==> src/rtl/sketch_pkg.sv <==
// Shared sketch pipeline definitions: element layout, bucket index extraction
// and the flush FSM state set used by the bucket stage controllers.
package sketch_pkg;

  localparam int ELEM_W     = 96;
  localparam int KEY_W      = 64;
  localparam int IDX_OFFSET = 64;

  typedef enum logic [1:0] {
    FL_RUN   = 2'd0,
    FL_DRAIN = 2'd1,
    FL_DONE  = 2'd2
  } flush_state_e;

  // Index bits sit inside the hash field, which occupies the top 32 bits.
  function automatic logic [31:0] bucket_idx(input logic [ELEM_W-1:0] elem,
                                             input int base, input int ptr);
    logic [31:0] hash;
    logic [63:0] mask;
    hash = elem[IDX_OFFSET +: 32];
    mask = (64'd1 << ptr) - 64'd1;
    return (hash >> base) & mask[31:0];
  endfunction

endpackage

==> src/rtl/hazard_window.sv <==
// Shift register of recently issued bucket indices with a parallel compare
// against a probe index; reusable by any read-modify-write stage controller.
module hazard_window #(
  parameter int IDX_W = 10,
  parameter int DEPTH = 5
) (
  input  logic             clk,
  input  logic             rst_n,
  input  logic             push_valid,
  input  logic [IDX_W-1:0] push_idx,
  input  logic [IDX_W-1:0] probe_idx,
  output logic             conflict,
  output logic             any_valid
);

  logic             ent_v   [DEPTH];
  logic [IDX_W-1:0] ent_idx [DEPTH];

  always_ff @(posedge clk or negedge rst_n) begin
    if (!rst_n) begin
      for (int i = 0; i < DEPTH; i++) begin
        ent_v[i]   <= 1'b0;
        ent_idx[i] <= '0;
      end
    end else begin
      ent_v[0]   <= push_valid;
      ent_idx[0] <= push_idx;
      for (int i = 1; i < DEPTH; i++) begin
        ent_v[i]   <= ent_v[i-1];
        ent_idx[i] <= ent_idx[i-1];
      end
    end
  end

  always_comb begin
    conflict  = 1'b0;
    any_valid = 1'b0;
    for (int i = 0; i < DEPTH; i++) begin
      if (ent_v[i]) begin
        any_valid = 1'b1;
        if (ent_idx[i] == probe_idx) conflict = 1'b1;
      end
    end
  end

endmodule

==> src/rtl/bucket_issue_scheduler.sv <==
// Hazard-aware issue controller for one bucket stage, with flush handshake.
// Optional saturating stall/issue statistics are built when HAZARD_STATS_EN is defined.
module bucket_issue_scheduler
  import sketch_pkg::*;
#(
  parameter int RAM_PTR    = 10,
  parameter int HASH_BASE  = 0,
  parameter int HAZARD_WIN = 6   // 2..16
) (
  input  logic              clk,
  input  logic              rst_n,
  input  logic [ELEM_W-1:0] in_hash_e_f,
  input  logic              in_valid,
  output logic              in_ready,
  output logic [ELEM_W-1:0] out_hash_e_f,
  output logic              out_valid,
  input  logic              flush_req,
  output logic              flush_done,
  output logic              busy,
  output logic [31:0]       stall_cnt,
  output logic [31:0]       issue_cnt
);

  flush_state_e        state, state_nxt;
  logic                hold_valid;
  logic [ELEM_W-1:0]   hold_elem;
  logic [RAM_PTR-1:0]  hold_idx;
  logic                conflict, win_any;
  logic                issue_now, accept, run_ready;

  assign hold_idx  = RAM_PTR'(bucket_idx(hold_elem, HASH_BASE, RAM_PTR));
  assign issue_now = hold_valid && !conflict;
  // rst_n gates the handshake so nothing is taken while the block is held in reset.
  assign in_ready  = rst_n && run_ready;
  assign accept    = in_valid && in_ready;
  assign busy      = hold_valid || win_any;

  hazard_window #(
    .IDX_W (RAM_PTR),
    .DEPTH (HAZARD_WIN - 1)
  ) u_window (
    .clk        (clk),
    .rst_n      (rst_n),
    .push_valid (issue_now),
    .push_idx   (hold_idx),
    .probe_idx  (hold_idx),
    .conflict   (conflict),
    .any_valid  (win_any)
  );

  always_ff @(posedge clk or negedge rst_n) begin
    if (!rst_n) state <= FL_RUN;
    else        state <= state_nxt;
  end

  always_comb begin
    state_nxt  = state;
    run_ready  = 1'b0;
    flush_done = 1'b0;
    case (state)
      FL_RUN: begin
        run_ready = !hold_valid || issue_now;
        if (flush_req) state_nxt = FL_DRAIN;
      end
      FL_DRAIN: begin
        if (!hold_valid && !win_any) state_nxt = FL_DONE;
      end
      FL_DONE: begin
        flush_done = 1'b1;
        if (!flush_req) state_nxt = FL_RUN;
      end
      default: state_nxt = FL_RUN;
    endcase
  end

  always_ff @(posedge clk or negedge rst_n) begin
    if (!rst_n) begin
      hold_valid <= 1'b0;
      hold_elem  <= '0;
    end else if (accept) begin
      hold_valid <= 1'b1;
      hold_elem  <= in_hash_e_f;
    end else if (issue_now) begin
      hold_valid <= 1'b0;
    end
  end

  always_ff @(posedge clk or negedge rst_n) begin
    if (!rst_n) begin
      out_valid    <= 1'b0;
      out_hash_e_f <= '0;
    end else begin
      out_valid <= issue_now;
      if (issue_now) out_hash_e_f <= hold_elem;
    end
  end

`ifdef HAZARD_STATS_EN
  logic [31:0] stall_q, issue_q;

  always_ff @(posedge clk or negedge rst_n) begin
    if (!rst_n) begin
      stall_q <= '0;
      issue_q <= '0;
    end else begin
      if (hold_valid && conflict && stall_q != 32'hFFFF_FFFF) stall_q <= stall_q + 32'd1;
      if (issue_now && issue_q != 32'hFFFF_FFFF)              issue_q <= issue_q + 32'd1;
    end
  end

  assign stall_cnt = stall_q;
  assign issue_cnt = issue_q;
`else
  assign stall_cnt = '0;
  assign issue_cnt = '0;
`endif

endmodule
==> config.mk <==
export PLATFORM = sky130hd
export DESIGN_NAME = bucket_issue_scheduler
export DESIGN_NICKNAME = d
export VERILOG_FILES = /design/src/rtl/sketch_pkg.sv /design/src/rtl/hazard_window.sv /design/src/rtl/bucket_issue_scheduler.sv
export SDC_FILE = /design/constraint.sdc
export NUM_CORES = 1
export LEC_CHECK = 0
export CAP_MARGIN = 0
export CELL_PAD_IN_SITES_DETAIL_PLACEMENT = 1
export CELL_PAD_IN_SITES_GLOBAL_PLACEMENT = 2
export CORE_UTILIZATION = 35
export CTS_CLUSTER_DIAMETER = 200
export DETAILED_ROUTE_END_ITERATION = 12
export PLACE_DENSITY = 0.87
export SLEW_MARGIN = 25
export SYNTH_ARGS = -nofsm -noshare
export SYNTH_HDL_FRONTEND = slang
export SYNTH_SLANG_ARGS = --single-unit
==> constraint.sdc <==
create_clock -name clk -period 3.7 [get_ports clk]
set_clock_uncertainty 0.05 [all_clocks]
set_input_delay 0.555 -clock clk [delete_from_list [all_inputs] [get_ports clk]]
set_output_delay 0.555 -clock clk [all_outputs]
set_load 0.005 [all_outputs]
==> results of run 1 <==
==> report_power, final <==
| part | total, mW | switching, mW | internal (mW) | leakage, nW |
|---|---|---|---|---|
| logic | 4.55 | 1.78 | 2.77 | 2.43 |
| clock network | 3.28 | 1.25 | 2.03 | 0.552 |
| registers | 5.34 | 1.21 | 4.13 | 2.89 |
| total | 13.2 | 4.23 | 8.93 | 5.87 |
==> critical path: stages (launching register included) <==
cell,delay [ns]
dfrtp_1,0.52
xor2_1,0.23
nor4_1,0.36
nand4_1,0.16
o22a_4,0.31
nand2_1,0.09
a21boi_0,0.09
dlymetal6s2s_1,0.25
==> repair_timing <==
item,CTS,global route
setup endpoints to repair,0,1
hold buffers,1,0
hold endpoints to repair,16,0
resized for setup,0,2
==> through the flow <==
step	hold slack, ns	setup slack [ns]	area, sq um	power (mW)
after CTS	0.3378	0.1056	15830	13.33
after global routing	0.3453	0.3282	15860	14.02
after detailed placement	0.3340	0.7522	14700	9.951
after floorplan	0.2094	1.309	12870	7.802
after global placement	0.3269	0.8455	14700	9.690
final	0.3445	0.5140	15860	13.16
==> registers in the layout, summed over array words and instances (netlist names) <==
| name | flops |
|---|---|
| hold_elem | 96 |
| state | 2 |
| out_hash_e_f | 96 |
| u_window.ent_v | 5 |
| u_window.ent_idx | 50 |
| hold_valid | 1 |
==> layout by cell type (no fill, tap or decap), types with 7 or more instances in the layout <==
cell type,count
clkbuf_16,31
xnor2_1,42
clkdlybuf4s50_1,197
nand2_1,99
xor2_1,8
o21a_1,95
conb_1,64
nand4_1,105
a21oi_1,96
buf_12,9
dfrtp_1,248
mux2_2,67
nor3b_1,97
buf_4,9
clkbuf_8,7
o211ai_1,95
mux2_1,29
==> logic make-up after synthesis <==
group           synth area share (%)
other cells                  0.02968
simple gates                   14.90
mux                            8.556
xor+xnor                       3.466
compound gates                 15.38
buf+inv                        8.150
flops                          49.51
==> layer usage <==
layer | vias up | share of wire [%] | track usage [%]
li1 | 4484 | - | -
met1 | 5006 | 45 | 25.96
met2 | 218 | 48 | 32.07
met3 | 39 | 5.3 | 3.892
met4 | 0 | 1.6 | 3.664
met5 | - | 0 | 0
==> cell type report <==
cell class | instances | area share, %
clock inverters | 17 | 1.483
well taps | 461 | 3.636
clock buffers | 41 | 5.569
multi-input cells | 823 | 35.38
flip-flops and latches | 250 | 39.47
repair buffers | 219 | 14.40
inverters | 2 | 0.04733
diodes | 1 | 0.01578
==> final timing paths <==
check | from | end | slack [ns] | cells past startpoint
worst max-delay path | hold_elem[73] | in_ready | 0.51 | 7
worst min-delay path | u_window.ent_idx[34] | u_window.ent_idx[24] | 0.34 | 0
worst max register to register | hold_elem[73] | out_hash_e_f[24] | 0.91 | 7
worst min register to register | u_window.ent_idx[34] | u_window.ent_idx[24] | 0.34 | 0
max in group asynchronous | rst_n | out_hash_e_f[11] | 2.04 | 4
min in group asynchronous | rst_n | out_hash_e_f[70] | 0.36 | 2
==> impl_metrics.yaml, run 1 <==
logic_synthesis:
  synth_common_cells: "dfrtp_1, nand4_1, nand2_1"
  synth_most_common_cell: "dfrtp_1"
  synth_top_flop_cell: "dfrtp_1"
  ys_async_sr_fraction_pct: 100.0
  synth_top_area_share_pct: 49.51
  synth.avg_cell_area_sq_um: 10.60
  yosysSeqAreaShare_pct: 49.51
  synth_warnings: 0
  ys_ff_latch: 250
  syn_area_sq_um: 12630
  syn_inst: 1192
  yosysTopAreaCell: "dfrtp_1"
  synth_edf_count: 0
  synthTopCellsByArea: "dfrtp_1, mux2_2, nor3b_1"
  ys_types: 33
clock_tree:
  cts_tree: "done"
  cts_sinks: 250
  ctsRootBufferMaster: "clkbuf_16"
  insertion_delay_ns: 0.56
  cts_buffer_depth: 3
  postCtsSetupRepairBufs: 0
  numCtsBuffers: 31
  path_clk_slew_ns: 0.06
  htree_num_levels: 1
cells_and_area:
  area_delta_synth_final_pct: 25.55
  finalNetCount: 1427
  seq_area_sq_um: 6261
  utilization_pct: 44.60
  fill_cells: 3848
  finalNonFillerCells: 1814
  drive_above_1_share_pct: 11.02
  multi_input_area_sq_um: 5612
setup_path:
  startpoint_type: "flop"
  cp_max_fo: 9
  worstPathRequired_ns: 3.09
  crit_type: "reg2out"
  cp-end-kind: "output pin"
  arrival_ns: 2.58
placement:
  gp_congestion: 0.7923
  portBuffers: 199
  hpwl_microns: 21800
  dpl.cell_count: 1753
route:
  vias: 9747
  drt-wirelength-per-cell_microns: 19.55
  vias_per_cell: 5.373
  drc: 0
  drt_iter0_drc: 469
  ant_nets: 0
  firstDrtPassIters: 4
  routed_wl_microns: 35470
global_routing:
  overflow: 0
  grt_antenna_before_repair: 0
  grt_max_degree: 170
  grtUsageTotal_pct: 19.26
  grt_pass1_wl_microns: 56870
  grt_pass1_vias: 10240
power:
  powerDensity_nw_per_um2: 829.6
  leakage_nw: 5.871
  peakVddDrop_mv: 0.4760
floorplan:
  die_w_microns: 192.0
  initial_core_util_pct: 35.52
  row_count: 69
  die-height_microns: 192.0
  core_area_sq_um: 35570
  die-area_sq_um: 36860
  ios: 264
flow_run:
  max_cap_viol_count: 0
timing:
  rsz0062_at_grt: "false"
  finalHoldViolations: 0
  clock.fmax_mhz: 313.9
  drv_slew: 0
  slew_headroom_pct: 42.59
  finalCritPeriodShare_pct: 86.11
  tightest_slew_ns: 0.8611
  fin_crit_ns: 3.186
  tns_ns: 0
  setup_viol: 0
outcome:
  status: "finished clean"
min_path:
  hp-class: "reg2reg"
Note: power is estimated with default switching activity, not from simulation.
==> inputs of run 2 (changes only) <==
--- a/config.mk
+++ b/config.mk
@@ -12,6 +12,7 @@
 export CTS_CLUSTER_DIAMETER = 200
 export DETAILED_ROUTE_END_ITERATION = 12
 export PLACE_DENSITY = 0.87
+export REMOVE_ABC_BUFFERS = 1
 export SLEW_MARGIN = 25
 export SYNTH_ARGS = -nofsm -noshare
 export SYNTH_HDL_FRONTEND = slang
==> run 2 against run 1 <==
First-iteration DRC count shrank 1.3%; flip-flop and latch count is the same; die area is the same; clock-buffer cell count shrank 1; sequential share of layout area grew 0.50 points; critical path depth is the same; global-route usage shrank 0.43 points; power shrank 3.4%; combinational power is essentially flat; hold slack lost 0.24 ns; utilization shrank 0.54 points; register-to-register slack lost 0.15 ns; largest power group unchanged.
==> impl_metrics.yaml, run 2 (synthesis gave the netlist of run 1 again) <==
outcome:
  status: "finished clean"
cells_and_area:
  largest_registers: "hold_elem (96), out_hash_e_f (96), u_window.ent_idx (50)"
  drive_above_1_share_pct: 10.87
  finalNonFillerCells: 1813
  area_delta_synth_final_pct: 24.02
  final_cell_mix: "dfrtp_1, clkdlybuf4s50_1, nand4_1"
  diodes: 0
  fin_area_sq_um: 15670
  finalNetCount: 1429
  final_common_cell: "dfrtp_1"
  fill_cells: 3895
placement:
  placed_cell_area_sq_um: 14670
  portBuffers: 199
  dpl.cell_count: 1754
  preCtsSetupSlack_ns: 0.6350
  hpwl_microns: 21310
  gp_congestion: 0.8346
setup_path:
  crit_type: "reg2out"
  arrival_ns: 2.92
  cp_max_fo: 16
  r2r_start: "hold_elem[73]"
  startpoint_type: "flop"
  cp-end-kind: "output pin"
  worstPathRequired_ns: 3.09
  reg2reg_to: "out_hash_e_f[48]"
  rrSetupSlack_ns: 0.76
  r2r_cells: 7
floorplan:
  initial_core_util_pct: 35.52
  die-area_sq_um: 36860
  core_area_sq_um: 35570
  row_count: 69
  die_w_microns: 192.0
  ios: 264
  die-height_microns: 192.0
clock_tree:
  path_clk_slew_ns: 0.06
  numCtsBuffers: 29
  cts_buffer_depth: 3
  htree_num_levels: 1
  ctsRootBufferMaster: "clkbuf_16"
  cts_tree: "done"
  insertion_delay_ns: 0.55
  cts_sinks: 250
timing:
  slew_headroom_pct: 39.56
  drv_slew: 0
  rsz0062_at_grt: "false"
  finalHoldViolations: 0
  tightest_slew_ns: 0.9066
  setup_viol: 0
  clock.fmax_mhz: 283.7
  worst_slack_ns: 0.1753
  fin_crit_ns: 3.525
  finalCritPeriodShare_pct: 95.26
global_routing:
  overflow: 0
  grt_pass1_vias: 10220
  grt_pass1_wl_microns: 56100
  grt_max_degree: 140
  grtUsageTotal_pct: 18.84
  grt_antenna_before_repair: 1
power:
  peakVddDrop_mv: 0.4691
  leakage_nw: 5.758
  p_total_mw: 12.71
  powerDensity_nw_per_um2: 811.2
route:
  vias: 9693
  drc: 0
  drt-wirelength-per-cell_microns: 19.38
  firstDrtPassIters: 4
  routed_wl_microns: 35140
  drt_iter0_drc: 463
  ant_nets: 0
  vias_per_cell: 5.346
flow_run:
  max_cap_viol_count: 0
min_path:
  hp-class: "in2async"
==> run 2: cell types whose count changed in the layout (fill, tap and decap cells not counted), sizes merged <==
cell	before	now
inv	4	3
o22a	1	2
buf	20	24
bufinv	5	3
dlymetal6s2s	1	0
clkdlybuf4s50	197	198
dlygate4sd3	1	0
diode	1	0
clkbuf	41	40
==> run 2: repair_timing <==
item,4_1_cts,5_1_grt
hold endpoints to repair,0,0
endpoints found under the setup margin,0,1
buffers inserted,0,4
resized for setup,0,3
hold buffers,0,0
==> run 2: through the flow <==
step	utilization (%)	hold slack [ns]	setup TNS (ns)
floorplan	-	0.2094	-495.77
global placement	41.24	0.3282	0
detailed placement	41.24	0.3332	0
CTS	43.93	0.1193	0
global route	44.06	0.1666	0
finish	44.06	0.1049	0
==> run 2: worst max path at each step <==
stage / startpoint / to / cells after the start
4_1_cts: hold_elem[73] / in_ready / 7
2_1_floorplan: hold_elem[72] / out_hash_e_f[66] / 6
3_5_place_dp: hold_elem[73] / in_ready / 7
6_report: hold_elem[73] / in_ready / 7
3_3_place_gp: hold_elem[73] / in_ready / 7
5_1_grt: hold_elem[71] / in_ready / 7
==> run 2: final cells by class <==
class	count	area, sq um	area share, %
timing repair buffer	222	2245	14.32
multi-input combinational	824	5622	35.88
inverter	2	7.507	0.04791
sequential	250	6264	39.97
clock buffer	40	797.0	5.086
tap	461	576.8	3.681
clock inverter	14	158.9	1.014
==> run 2: worst max-delay path: stages (launching register included) <==
cell	delay [ns]
dfrtp_2	0.50
xor2_1	0.19
nor4_1	0.36
nand4_1	0.20
o22a_4	0.37
nand2_1	0.15
a21boi_0	0.11
clkdlybuf4s50_1	0.49
==> run 2: routing by layer <==
metal  up-vias  global-route usage [%]  part of all wire (%)
met2       191                   32.02                    49
met4         2                   3.331                   1.9
met1      4967                   24.49                    44
met3        41                   4.513                   5.7
met5         -                       0                 0.037
li1       4492                       -                     -
==> run 2: power by group <==
part | switching [mW] | internal (mW) | total, mW
clock network | 1.16 | 1.72 | 2.88
logic | 1.78 | 2.75 | 4.53
registers | 1.17 | 4.13 | 5.30
total | 4.11 | 8.60 | 12.7
==> inputs of run 3 (changes only) <==
--- a/config.mk
+++ b/config.mk
@@ -17,3 +17,4 @@
 export SYNTH_ARGS = -nofsm -noshare
 export SYNTH_HDL_FRONTEND = slang
 export SYNTH_SLANG_ARGS = --single-unit
+export TNS_END_PERCENT = 5
==> results of run 3 <==
The final DEF is identical to that of run 2; final timing and power are the same.
